**src/rtl/qos_fsm_pkg.sv**
```systemverilog
// QoS control FSM shared definitions: state encodings and state width.
// Latency: n/a (types and helpers only).
// Backpressure: n/a.
package qos_fsm_pkg;

    localparam int STATE_W = 3;

    typedef enum logic [STATE_W-1:0] {
        ST_RESET  = 3'd0,
        ST_INIT   = 3'd1,
        ST_IDLE   = 3'd2,
        ST_ACTIVE = 3'd3,
        ST_ERROR  = 3'd4
    } state_e;

    // True in the two operational states where traffic-related inputs are honoured.
    function automatic logic is_run(input state_e s);
        return (s == ST_IDLE) || (s == ST_ACTIVE);
    endfunction

endpackage

```
**src/rtl/qos_pause_mask.sv**
```systemverilog
// Per-channel pause status register: set by pause, cleared by cont, pause wins on conflict.
// Latency: one cycle from sampled pause/cont/clr to mask.
// Backpressure: none; holds value whenever upd and clr are both low.
module qos_pause_mask #(
    parameter int NUM_CH = 4
) (
    input  logic              clk,
    input  logic              rst,
    input  logic              upd,
    input  logic              clr,
    input  logic [NUM_CH-1:0] pause,
    input  logic [NUM_CH-1:0] cont,
    output logic [NUM_CH-1:0] mask
);

    // Per-channel set/clear; clr has priority over updates, no update means freeze.
    always_ff @(posedge clk or posedge rst) begin
        if (rst) begin
            mask <= '0;
        end else if (clr) begin
            mask <= '0;
        end else if (upd) begin
            mask <= (mask & ~cont) | pause;
        end
    end

endmodule

```
**src/rtl/qos_fsm_n.sv**
```systemverilog
// QoS channel control FSM (RESET/INIT/IDLE/ACTIVE/ERROR) with thresholds, pause mask and sticky errors.
// Latency: every output registered, one cycle after the causing input; reset clears asynchronously.
// Backpressure: none; optional stall watchdog (QOS_FSM_WDOG_EN) forces ERROR after WDOG_LIMIT stalled cycles.
module qos_fsm_n
    import qos_fsm_pkg::*;
#(
    parameter int NUM_CH     = 4,
    parameter int TH_W       = 4,
    parameter int WDOG_LIMIT = 8
) (
    input  logic               CLK,
    input  logic               reset,
    input  logic               set_init,
    input  logic [TH_W-1:0]    th_hi_in,
    input  logic [TH_W-1:0]    th_lo_in,
    input  logic [NUM_CH-1:0]  empty,
    input  logic [NUM_CH-1:0]  full,
    input  logic [NUM_CH-1:0]  Pause,
    input  logic [NUM_CH-1:0]  Continue,
    output logic [STATE_W-1:0] state,
    output logic               idle_out,
`ifdef QOS_FSM_WDOG_EN
    output logic               wdog_err,
`endif
    output logic [NUM_CH-1:0]  error_out,
    output logic [NUM_CH-1:0]  pause_mask,
    output logic [TH_W-1:0]    th_hi,
    output logic [TH_W-1:0]    th_lo
);

    state_e state_q;
    state_e state_d;
    logic   full_err;
    logic   wdog_hit;

    // A full channel seen while operational is what makes error_out pick up new bits.
    assign full_err = is_run(state_q) && (|full);

`ifdef QOS_FSM_WDOG_EN
    localparam int CNT_W = (WDOG_LIMIT > 1) ? $clog2(WDOG_LIMIT) : 1;

    logic [CNT_W-1:0] wdog_cnt;
    logic             stall;

    // Stalled: active, at least one channel has data, and every such channel is paused.
    assign stall    = (state_q == ST_ACTIVE) && (|(~empty)) && ((~empty & ~pause_mask) == '0);
    assign wdog_hit = stall && (wdog_cnt == CNT_W'(WDOG_LIMIT - 1));

    // Consecutive-stall counter; any unstalled cycle or leaving ACTIVE restarts it.
    always_ff @(posedge CLK or posedge reset) begin
        if (reset) begin
            wdog_cnt <= '0;
        end else if (stall && (state_d == ST_ACTIVE)) begin
            wdog_cnt <= wdog_cnt + CNT_W'(1);
        end else begin
            wdog_cnt <= '0;
        end
    end

    // Sticky watchdog flag, cleared only by reset.
    always_ff @(posedge CLK or posedge reset) begin
        if (reset) begin
            wdog_err <= 1'b0;
        end else if (wdog_hit) begin
            wdog_err <= 1'b1;
        end
    end
`else
    logic unused_wdog_limit;

    assign wdog_hit          = 1'b0;
    assign unused_wdog_limit = ^WDOG_LIMIT;
`endif

    // Next-state selection; full beats watchdog beats set_init beats the empty vector.
    always_comb begin
        state_d = state_q;
        case (state_q)
            ST_RESET: state_d = ST_INIT;
            ST_INIT: begin
                if (!set_init) begin
                    state_d = ST_IDLE;
                end
            end
            ST_IDLE, ST_ACTIVE: begin
                if (|full) begin
                    state_d = ST_ERROR;
                end else if (wdog_hit) begin
                    state_d = ST_ERROR;
                end else if (set_init) begin
                    state_d = ST_INIT;
                end else if (!(&empty)) begin
                    state_d = ST_ACTIVE;
                end else begin
                    state_d = ST_IDLE;
                end
            end
            ST_ERROR: state_d = ST_ERROR;
            default:  state_d = ST_RESET;
        endcase
    end

    // State register plus registered idle indication aligned with it.
    always_ff @(posedge CLK or posedge reset) begin
        if (reset) begin
            state_q  <= ST_RESET;
            idle_out <= 1'b0;
        end else begin
            state_q  <= state_d;
            idle_out <= (state_d == ST_IDLE);
        end
    end

    // Thresholds track the inputs only while INIT is being requested.
    always_ff @(posedge CLK or posedge reset) begin
        if (reset) begin
            th_hi <= '0;
            th_lo <= '0;
        end else if ((state_q == ST_INIT) && set_init) begin
            th_hi <= th_hi_in;
            th_lo <= th_lo_in;
        end
    end

    // Error flags accumulate the full vector on entry to ERROR and stick until reset.
    always_ff @(posedge CLK or posedge reset) begin
        if (reset) begin
            error_out <= '0;
        end else if (full_err) begin
            error_out <= error_out | full;
        end
    end

    assign state = state_q;

    // Mask updates only when operational; RESET/INIT clear it and ERROR freezes it.
    qos_pause_mask #(
        .NUM_CH (NUM_CH)
    ) u_pause_mask (
        .clk   (CLK),
        .rst   (reset),
        .upd   (is_run(state_q)),
        .clr   ((state_q == ST_RESET) || (state_q == ST_INIT)),
        .pause (Pause),
        .cont  (Continue),
        .mask  (pause_mask)
    );

endmodule
```
**config.mk**
```make
export PLATFORM = sky130hd
export DESIGN_NAME = qos_fsm_n
export DESIGN_NICKNAME = d
export VERILOG_FILES = /design/src/rtl/qos_fsm_pkg.sv /design/src/rtl/qos_pause_mask.sv /design/src/rtl/qos_fsm_n.sv
export SDC_FILE = /design/constraint.sdc
export NUM_CORES = 1
export LEC_CHECK = 0
export ABC_AREA = 1
export BUFFER_PORTS_ARGS = -buffer_cell sky130_fd_sc_hd__buf_2
export CORE_MARGIN = 4
export CORE_UTILIZATION = 46
export DETAILED_ROUTE_END_ITERATION = 7
export HOLD_SLACK_MARGIN = 0.08
export PLACE_DENSITY = 0.85
export SLEW_MARGIN = 5
export SYNTH_ARGS = -nofsm -noshare
export SYNTH_HDL_FRONTEND = slang
export SYNTH_SLANG_ARGS = --single-unit
```
**constraint.sdc**
```tcl
create_clock -name CLK -period 2.2 [get_ports CLK]
set_input_delay 0.22 -clock CLK [delete_from_list [all_inputs] [get_ports CLK]]
set_output_delay 0.22 -clock CLK [all_outputs]
set_load 0.005 [all_outputs]
```
# Word-level counts from Yosys, hierarchy flattened
# Cells that the tools add are included.
# word_totals
register_bits,20
latchBits,0
mem_bits_rw,0
rom_bits,0
in_bits,27
wordCells,31
mem_count,0
# classes
add_sub_neg,0
mul,0
div,0
n_lt_le_gt_ge,0
n_eq_ne,5
n_shift,0
mux,7
bitwise_logic,4
n_reduce_logical,9
# ops
op,n
$pmux 3 s4,1
$eq 3x2->1 const B,3
$mux 4,2
$or 4x4->4,2
$mux 3,2
$and 4x4->4,1
$not 4->4,1
$reduce_and 4->1,1
$reduce_or 4->1,1
$eq 3x1->1 const B,1
$eq 3x3->1 const B,1
$logic_not 3->1,1
$logic_and 1x1->1,2
$logic_or 1x1->1,2
$mux 2,1
$reduce_bool 2->1,1
$reduce_or 2->1,1
$mux 1,1

# Depth between registers and ports, before layout
# Gate-level depths: netlist of run 1.
# depth
word_depth,6
mapped_depth,6

# Cells and area by module
# From an unflattened synthesis of run 1, not the netlist that was laid out.
# hier_totals
hier_cells,112
hier_area_um2,943.4
# modules_own_cells
module,n_inst,cells_per_inst,area_each_um2,seq_area_each_um2
qos_fsm_n,1,76,718.2,400.4
qos_pause_mask,1,36,225.2,100.1

# Least setup slack after synthesis of run 1
# OpenSTA, ideal clock, no wires.
# synth_path
path_kind,register to register
start,register state_q[2] (netlist: state[2])
end,register th_lo[0]
setup_ns,0.121
arrival_time_ns,0.971
required_time_ns,2.079
slack_ns,1.109
path_stages_with_launch,6
path_buffers,1
cell_sequence,dfrtp_1 -> inv_2 -> nand4_4 -> buf_4 -> nand2_1 -> o21ai_1
# synth_via
elab_chain_len,2
# synth_rtl
item,line_no,text
start: declaration,qos_fsm_n.sv:31,state_e state_q;
start signal: assignment,qos_fsm_n.sv:109,state_q <= state_d;
$eq 3x1->1,qos_fsm_n.sv:119,end else if ((state_q == ST_INIT) && set_init) begin
$logic_and 1x1->1,qos_fsm_n.sv:119,
end signal: assignment,qos_fsm_n.sv:121,th_lo <= th_lo_in;
end: declaration,qos_fsm_n.sv:28,output logic [TH_W-1:0] th_lo
# No other way between the ends.
# A chain may end at the register's enable or synchronous reset.

# Final worst setup path of run 1
# layout_path
start,register state_q[0] (netlist: state[0])
end,output state[0]
# layout_rtl
item,line_no,text
end: declaration,qos_fsm_n.sv:20,"output logic [STATE_W-1:0] state,"
# No word-level cell between the ends.

==> implementation parameters, run 1 <==
Parameter                              Value

STA
  Pins Over Slew Limit ... 0
  Number of endpoints failing setup at the final stage ... 0
  Achievable clock frequency ... between 800 and 900 MHz
  Max Clock Skew ... ~0.0063 ns
  Min Tclk post-route ... about 1.1 ns
  Transition time at the pin with the least slew margin ... slightly above 0.7 ns
  Period Utilization, post-route ... 51.5%
  Worst-case setup margin in the final layout ... roughly 1.1 ns
  Hold WS ... roughly 0.14 ns
  Setup repair after global routing missed its margin ... false
  Post-route setup TNS ... 0 ns
  Max transition margin ... 51.4%
  Final hold violation count ... 0

Drt
  Routed wire length on met3 ... roughly 190 microns
  Number of nets with antenna violations after routing ... 0
  Routed wire per std cell ... 10.9 microns
  Initial detailed-routing violation count ... 6
  Wire length after detailed routing ... about 1800 microns
  Vias per std cell ... around 4.6
  Number of search-and-repair iterations in the first detailed-routing pass ... 4
  Met1 Routed Length ... ~730 microns
  Wire length on met2 ... 849 microns
  Highest metal layer with signal wires ... met3
  Total number of vias ... around 750
  Detailed-route DRC error count ... 0

Die
  Row count ... 15
  Initial cell density of the core ... about half
  Height of the chip ... around 51 microns
  Die outline width ... just over 50 microns
  Boundary Pins ... 47
  Die Footprint ... between 2000 and 3000 sq um
  Core footprint ... around 1700 sq um

Worst setup path
  Data arrival time at the worst-slack endpoint ... 0.91 ns
  Maximum fanout along the worst path ... 5
  Total number of cells along the worst setup path ... 1
  Biggest cell delay along the critical path ... about 0.46 ns
  Critical Path, Cell by Cell ... buf_2
  Crit path launch ... state[0]$_DFF_PP0_
  Category of the worst setup path capture point ... output pin
  Cell with the biggest individual delay on the critical path ... dfrtp_1
  Classification of the worst setup path ... flip-flop to output pin
  Origin of the critical flop-to-flop path ... state[1]$_DFF_PP0_
  CP Capture Point ... state[0]
  Cell family with most CP delay ... flip-flops
  Required time reported for the critical path endpoint ... between 1.5 and 2 ns
  Startpoint type of the worst setup path ... flip-flop
  Worst setup slack for register-to-register paths ... about 1.1 ns
  Count of buffering cells on the critical path with inverters included ... 1
  Capture point of the worst reg-to-reg path ... idle_out$_DFF_PP0_
  Worst reg2reg path depth ... 6

Clocking
  TritonCTS clock tree ... yes
  Number of sinks on the clock net ... 20
  Total CTS buffers ... 3
  Clock slew at reported path FFs ... ~0.11 ns
  Clock latency of the later-clocked register in the worst-skew pair ... roughly 0.29 ns
  Root Driver ... clkbuf_4
  Maximum root-to-sink buffer count ... 2
  CTS H-Tree Depth ... 1

Finish
  Number of standard cells in the layout, taps in and fillers out ... between 150 and 200
  Number of antenna diodes ... 0
  Final core area utilization ... 66.1%
  Net total in the final layout ... 165
  Post-route cell area ... between 1000 and 1500 sq um
  Relative area change from synthesis to final layout ... 35.2%
  Filler Cell Count ... 159
  Share of final-layout standard cells stronger than drive strength 1 ... roughly 46%
  Most frequent cells in the layout ... buf_2, dfrtp_1, nand2_1
  Most common cell after layout, fill and taps aside ... buf_2

Synthesis
  Top cells by area in the synthesized netlist ... dfrtp_1, nand2_1, inv_1
  Library cell with the largest summed area after synthesis ... dfrtp_1
  Mean area per synthesized cell ... slightly below 10 sq um
  Share of Yosys cell area claimed by the top area cell type ... between 50% and 60%
  Synth Warn # ... 0
  Cell area after technology mapping ... ~850 sq um
  Number of storage elements in the synthesis netlist ... 20
  Number of nets produced by synthesis ... 114
  Sequential element share of the synthesized area ... between 50% and 60%
  Netlist cell types ... 16
  Cells after Synth ... 87

Pwr
  Worst supply voltage drop on vdd ... between 0.0007 and 0.0008 V
  Static leakage ... ~0.65 nW
  Overall power after layout ... ~1.3 mW
  Power density over cell area ... 1140 nW/um^2

Global route
  Vias in the first global route ... between 700 and 800
  First-pass GRT wire length ... between 2000 and 3000 microns
  GRT Total Usage ... ~14%
  Pin count of the biggest net entering global routing ... 21
  Antenna violations before repair ... 0
  Final global-route overflow total ... 0

Outcome
  Status ... finished clean

Placement
  Worst slack after detailed placement ... 1.08 ns
  Sum of net half-perimeters after detailed placement ... roughly 1400 microns
  Placed Area ... around 1100 sq um
  Port Buffers ... between 40 and 50
  Placed cells ... between 150 and 200
  RePlAce Congestion ... about 0.80

Job
  Number of maximum-capacitance constraint violations ... 0

Min path
  Worst min path class ... primary input to flip-flop
## registers in the layout, indices dropped and copies added, names as in the netlist
register / cells
error_out: 4
idle_out: 1
state: 3
th_hi: 4
u_pause_mask.mask: 4
th_lo: 4
## cell usage after synthesis
master / count
dfrtp_1: 20
nand2_1: 18
inv_1: 12
nor2_1: 8
o21ai_1: 8
a21o_2: 4
a22o_2: 4
o21ai_0: 4
inv_2: 2
a21oi_1: 1
buf_4: 1
nand3_1: 1
nand3_2: 1
nand4_4: 1
nor2_4: 1
o211ai_1: 1
## layout make-up
type	count	area, sq um	share of cell area (%)
Clock buffer	4	36.3	3.15
Multi-Input combinational cell	52	293	25.4
Inverter	14	52.6	4.56
Tap cell	25	31.3	2.71
Sequential cell	20	500	43.4
Timing Repair Buffer	47	240	20.8
## cell families after synthesis
logic type             Yosys count  share of synthesized area, %
flip-flops                      20                          58.7
AO/OA/AOI/OAI                   22                          17.3
buffers and inverters           15                          7.04
AND/OR/NAND/NOR                 30                          17.0
## where the power goes
group          switching (mW)  total (mW)  internal [mW]  leakage (nW)
sequential             0.0944       0.608          0.514         0.246
combinational           0.255       0.497          0.242         0.378
clock                   0.107       0.208          0.101        0.0210
## repair_timing
action / 4_1_cts / 5_1_grt
resized for setup: 0 / 0
setup buffers: 0 / 0
hold buffers: 1 / 0
hold endpoints to repair: 20 / 0
## worst reg2reg max path, cell delays in order (launching register included)
cell and delay (ns):
dfrtp_1 0.43, inv_2 0.11, nor2_4 0.21, nand3_2 0.09, nand2_1 0.08, nand2_1 0.06
nor2_1 0.09
## per-layer routing
metal | track usage, % | vias up
li1 | - | 380
met1 | 18.0 | 331
met2 | 23.8 | 34
met3 | 3.79 | 0
met4 | 5.38 | 0
met5 | 0 | -
## worst min-delay path by stage
| stage | from | endpoint | slack (ns) | cells past startpoint |
|---|---|---|---|---|
| 5_1_grt | Pause[3] | u_pause_mask.mask[3]$_DFFE_PP0P_ | 0.12 | 2 |
| 2_1_floorplan | reset | error_out[0]$_DFFE_PP0P_ | 0.18 | 1 |
| 4_1_cts | Pause[3] | u_pause_mask.mask[3]$_DFFE_PP0P_ | 0.13 | 2 |
| 3_3_place_gp | reset | th_hi[2]$_DFFE_PP0P_ | 0.37 | 2 |
| 3_5_place_dp | reset | state[2]$_DFF_PP0_ | 0.38 | 2 |
| 6_report | Pause[3] | u_pause_mask.mask[3]$_DFFE_PP0P_ | 0.14 | 2 |
(Power assumes the default switching activity.)
==> inputs of run 2 (changes only) <==
CORE_UTILIZATION = 38   (was 46)
PLACE_DENSITY = 0.76   (was 0.85)
clock period = 0.95 ns   (was 2.2 ns; I/O delays follow)
==> run 2 against run 1 <==
The flow now finishes with violations (negative setup slack). Clock power grew 140%. Sequential power grew 140%. Critical path type unchanged. Sequential share of layout area shrank 8.6 points.
==> implementation parameters, run 2 (synthesis gave the netlist of run 1 again) <==
Parameter                              Value

Worst setup path
  Biggest cell delay along the critical path ... 0.44 ns (-0.02 ns)
  CP dominant cell by count ... buf_6
  Required time reported for the critical path endpoint ... 0.85 ns (-1.13 ns)
  Critical Path, Cell by Cell ... buf_6 -> buf_6
  Cell family with most CP delay ... flip-flops
  Count of buffering cells on the critical path with inverters included ... 2 (+1)
  Category of the worst setup path capture point ... output pin
  Classification of the worst setup path ... flip-flop to output pin
  Maximum fanout along the worst path ... 4 (-1)
  Cell with the biggest individual delay on the critical path ... dfrtp_1
  Data arrival time at the worst-slack endpoint ... 1.00 ns (+0.09 ns)
  Startpoint type of the worst setup path ... flip-flop

Die
  Boundary Pins ... 47 (unchanged)
  Die outline width ... 55.4 microns (+8.4%)
  Height of the chip ... 55.4 microns (+8.4%)
  Row count ... 16 (+1)
  Initial cell density of the core ... 41.8% (-7.1 points)
  Core footprint ... 2040 sq um (+17%)
  Die Footprint ... 3070 sq um (+18%)

Global route
  Final global-route overflow total ... 0 (unchanged)
  GRT Total Usage ... 16.5% (+2.1 points)
  First-pass GRT wire length ... 4130 microns (+43%)
  Antenna violations before repair ... 0 (unchanged)
  Pin count of the biggest net entering global routing ... 21 (unchanged)
  Vias in the first global route ... 922 (+31%)

Drt
  Routed wire per std cell ... 12.7 microns (+17%)
  Vias per std cell ... 4.75 (+3.3%)
  Number of search-and-repair iterations in the first detailed-routing pass ... 4 (unchanged)
  Initial detailed-routing violation count ... 18 (+12)
  Detailed-route DRC error count ... 0 (unchanged)
  Wire length after detailed routing ... 2410 microns (+36%)
  Total number of vias ... 898 (+21%)
  Number of nets with antenna violations after routing ... 0 (unchanged)

Finish
  Number of standard cells in the layout, taps in and fillers out ... 189 (+17%)
  Relative area change from synthesis to final layout ... 69.5%
  Most frequent cells in the layout ... buf_2, dfrtp_1, nand2_1, dlygate4sd3_1, inv_1
  Number of antenna diodes ... 0 (unchanged)
  Filler Cell Count ... 162 (+1.9%)
  Share of final-layout standard cells stronger than drive strength 1 ... 48.1% (+2.2 points)
  Most common cell after layout, fill and taps aside ... buf_2
  Net total in the final layout ... 190 (+15%)

STA
  Number of endpoints failing setup at the final stage ... 20 (+20)
  Worst-case setup margin in the final layout ... -0.142 ns (-1.21 ns)
  Transition time at the pin with the least slew margin ... 0.252 ns (-0.475 ns)
  Period Utilization, post-route ... 115%
  Max Clock Skew ... 0.00485 ns (-0.00149 ns)
  Setup repair after global routing missed its margin ... true
  Pins Over Slew Limit ... 0 (unchanged)
  Final hold violation count ... 0 (unchanged)
  Max transition margin ... 83.2% (+32 points)
  Min Tclk post-route ... roughly 1.1 ns
  Achievable clock frequency ... 915 MHz
  Hold WS ... 0.163 ns (+0.0209 ns)

Placement
  RePlAce Congestion ... 0.750 (-6.0%)
  Port Buffers ... 46 (unchanged)
  Placed cells ... 161 (+2.5%)
  Sum of net half-perimeters after detailed placement ... 1550 microns (+9.3%)

Clocking
  Number of sinks on the clock net ... 20 (unchanged)
  Root Driver ... clkbuf_4
  Total CTS buffers ... 3 (unchanged)
  CTS H-Tree Depth ... 1 (unchanged)
  Clock slew at reported path FFs ... 0.11 ns (about the same)
  Clock latency of the later-clocked register in the worst-skew pair ... 0.30 ns (about the same)
  TritonCTS clock tree ... yes
  Maximum root-to-sink buffer count ... 2 (unchanged)

Pwr
  Worst supply voltage drop on vdd ... 0.00144 V (+100%)
  Power density over cell area ... 2500 nW/um^2 (+120%)
  Overall power after layout ... 3.61 mW (+180%)
  Static leakage ... 0.757 nW (+17%)

Outcome
  Violated checks ... negative setup slack
  Status ... finished with violations

Job
  Number of maximum-capacitance constraint violations ... 0 (unchanged)

Min path
  Worst min path class ... primary input to flip-flop
-- run 2: changes by cell type in the layout (fill, tap and decap cells not counted), moves of 2 or more --
cell and change:
nor2_1 -2, buf_4 +3, nor2_4 +2, dfrtp_1 -2, dfrtp_2 +2, dlygate4sd3_1 +16, buf_6 +3
-- run 2: worst paths after layout --
check / to / slack, ns / from / cells past startpoint
min in group asynchronous: th_lo[1]$_DFFE_PP0P_ / 0.34 / reset / 4
max in group asynchronous: state[2]$_DFF_PP0_ / 0.39 / reset / 4
max: state[1] / -0.14 / state[1]$_DFF_PP0_ / 2
min: state[0]$_DFF_PP0_ / 0.16 / empty[1] / 6
max reg2reg: th_lo[3]$_DFFE_PP0P_ / -0.11 / state[1]$_DFF_PP0_ / 4
min reg2reg: error_out[0]$_DFFE_PP0P_ / 0.47 / error_out[0]$_DFFE_PP0P_ / 1
-- run 2: worst reg2reg max path, stage by stage, from the launching register on --
cell and delay, ns:
dfrtp_1 0.44, inv_4 0.17, nand4_4 0.17, nand2_1 0.10, o21ai_1 0.06
-- run 2: per-stage QoR --
| stage | utilization, % | worst slack (ns) | setup TNS, ns | instance area, sq um |
|---|---|---|---|---|
| floorplan | - | -0.118 | -0.955 | 857 |
| global placement | 55.1 | -0.110 | -1.13 | 1120 |
| detailed placement | 55.1 | -0.214 | -2.09 | 1120 |
| CTS | 69.6 | -0.133 | -1.38 | 1420 |
| global route | 70.8 | -0.199 | -2.70 | 1450 |
| finish | 70.8 | -0.142 | -1.51 | 1450 |
-- run 2: routing by layer --
layer  vias to the layer above  share of wire (%)  GRT usage, %
met1                       427                 41          19.6
li1                        432                  -             -
met4                         0               0.58          4.86
met2                        37                 51          29.2
met5                         -                  0             0
met3                         2                6.7          4.20
-- run 2: repair_timing --
| action | 4_1_cts | 5_1_grt |
|---|---|---|
| cloned | 3 | 0 |
| resized for setup | 11 | 5 |
| hold buffers | 17 | 0 |
| buffers inserted | 2 | 2 |
| setup endpoints to repair | 22 | 32 |
| pin swaps | 2 | 1 |
| hold endpoints to repair | 36 | 0 |
-- run 2: report_power, final --
group	total, mW	switching (mW)	internal [mW]	leakage, nW
logic	1.64	0.783	0.860	0.493
clock network	0.492	0.258	0.233	0.0210
registers	1.48	0.279	1.20	0.244
-- run 2: cell type report --
type | count | area (sq um) | area share [%]
Clock buffer | 4 | 36.3 | 2.51
Sequential cell | 20 | 503 | 34.8
Timing Repair Buffer | 69 | 472 | 32.6
Timing Repair inverter | 1 | 3.75 | 0.260
Tap cell | 27 | 33.8 | 2.34
Multi-Input combinational cell | 54 | 338 | 23.4
Inverter | 14 | 60.1 | 4.15
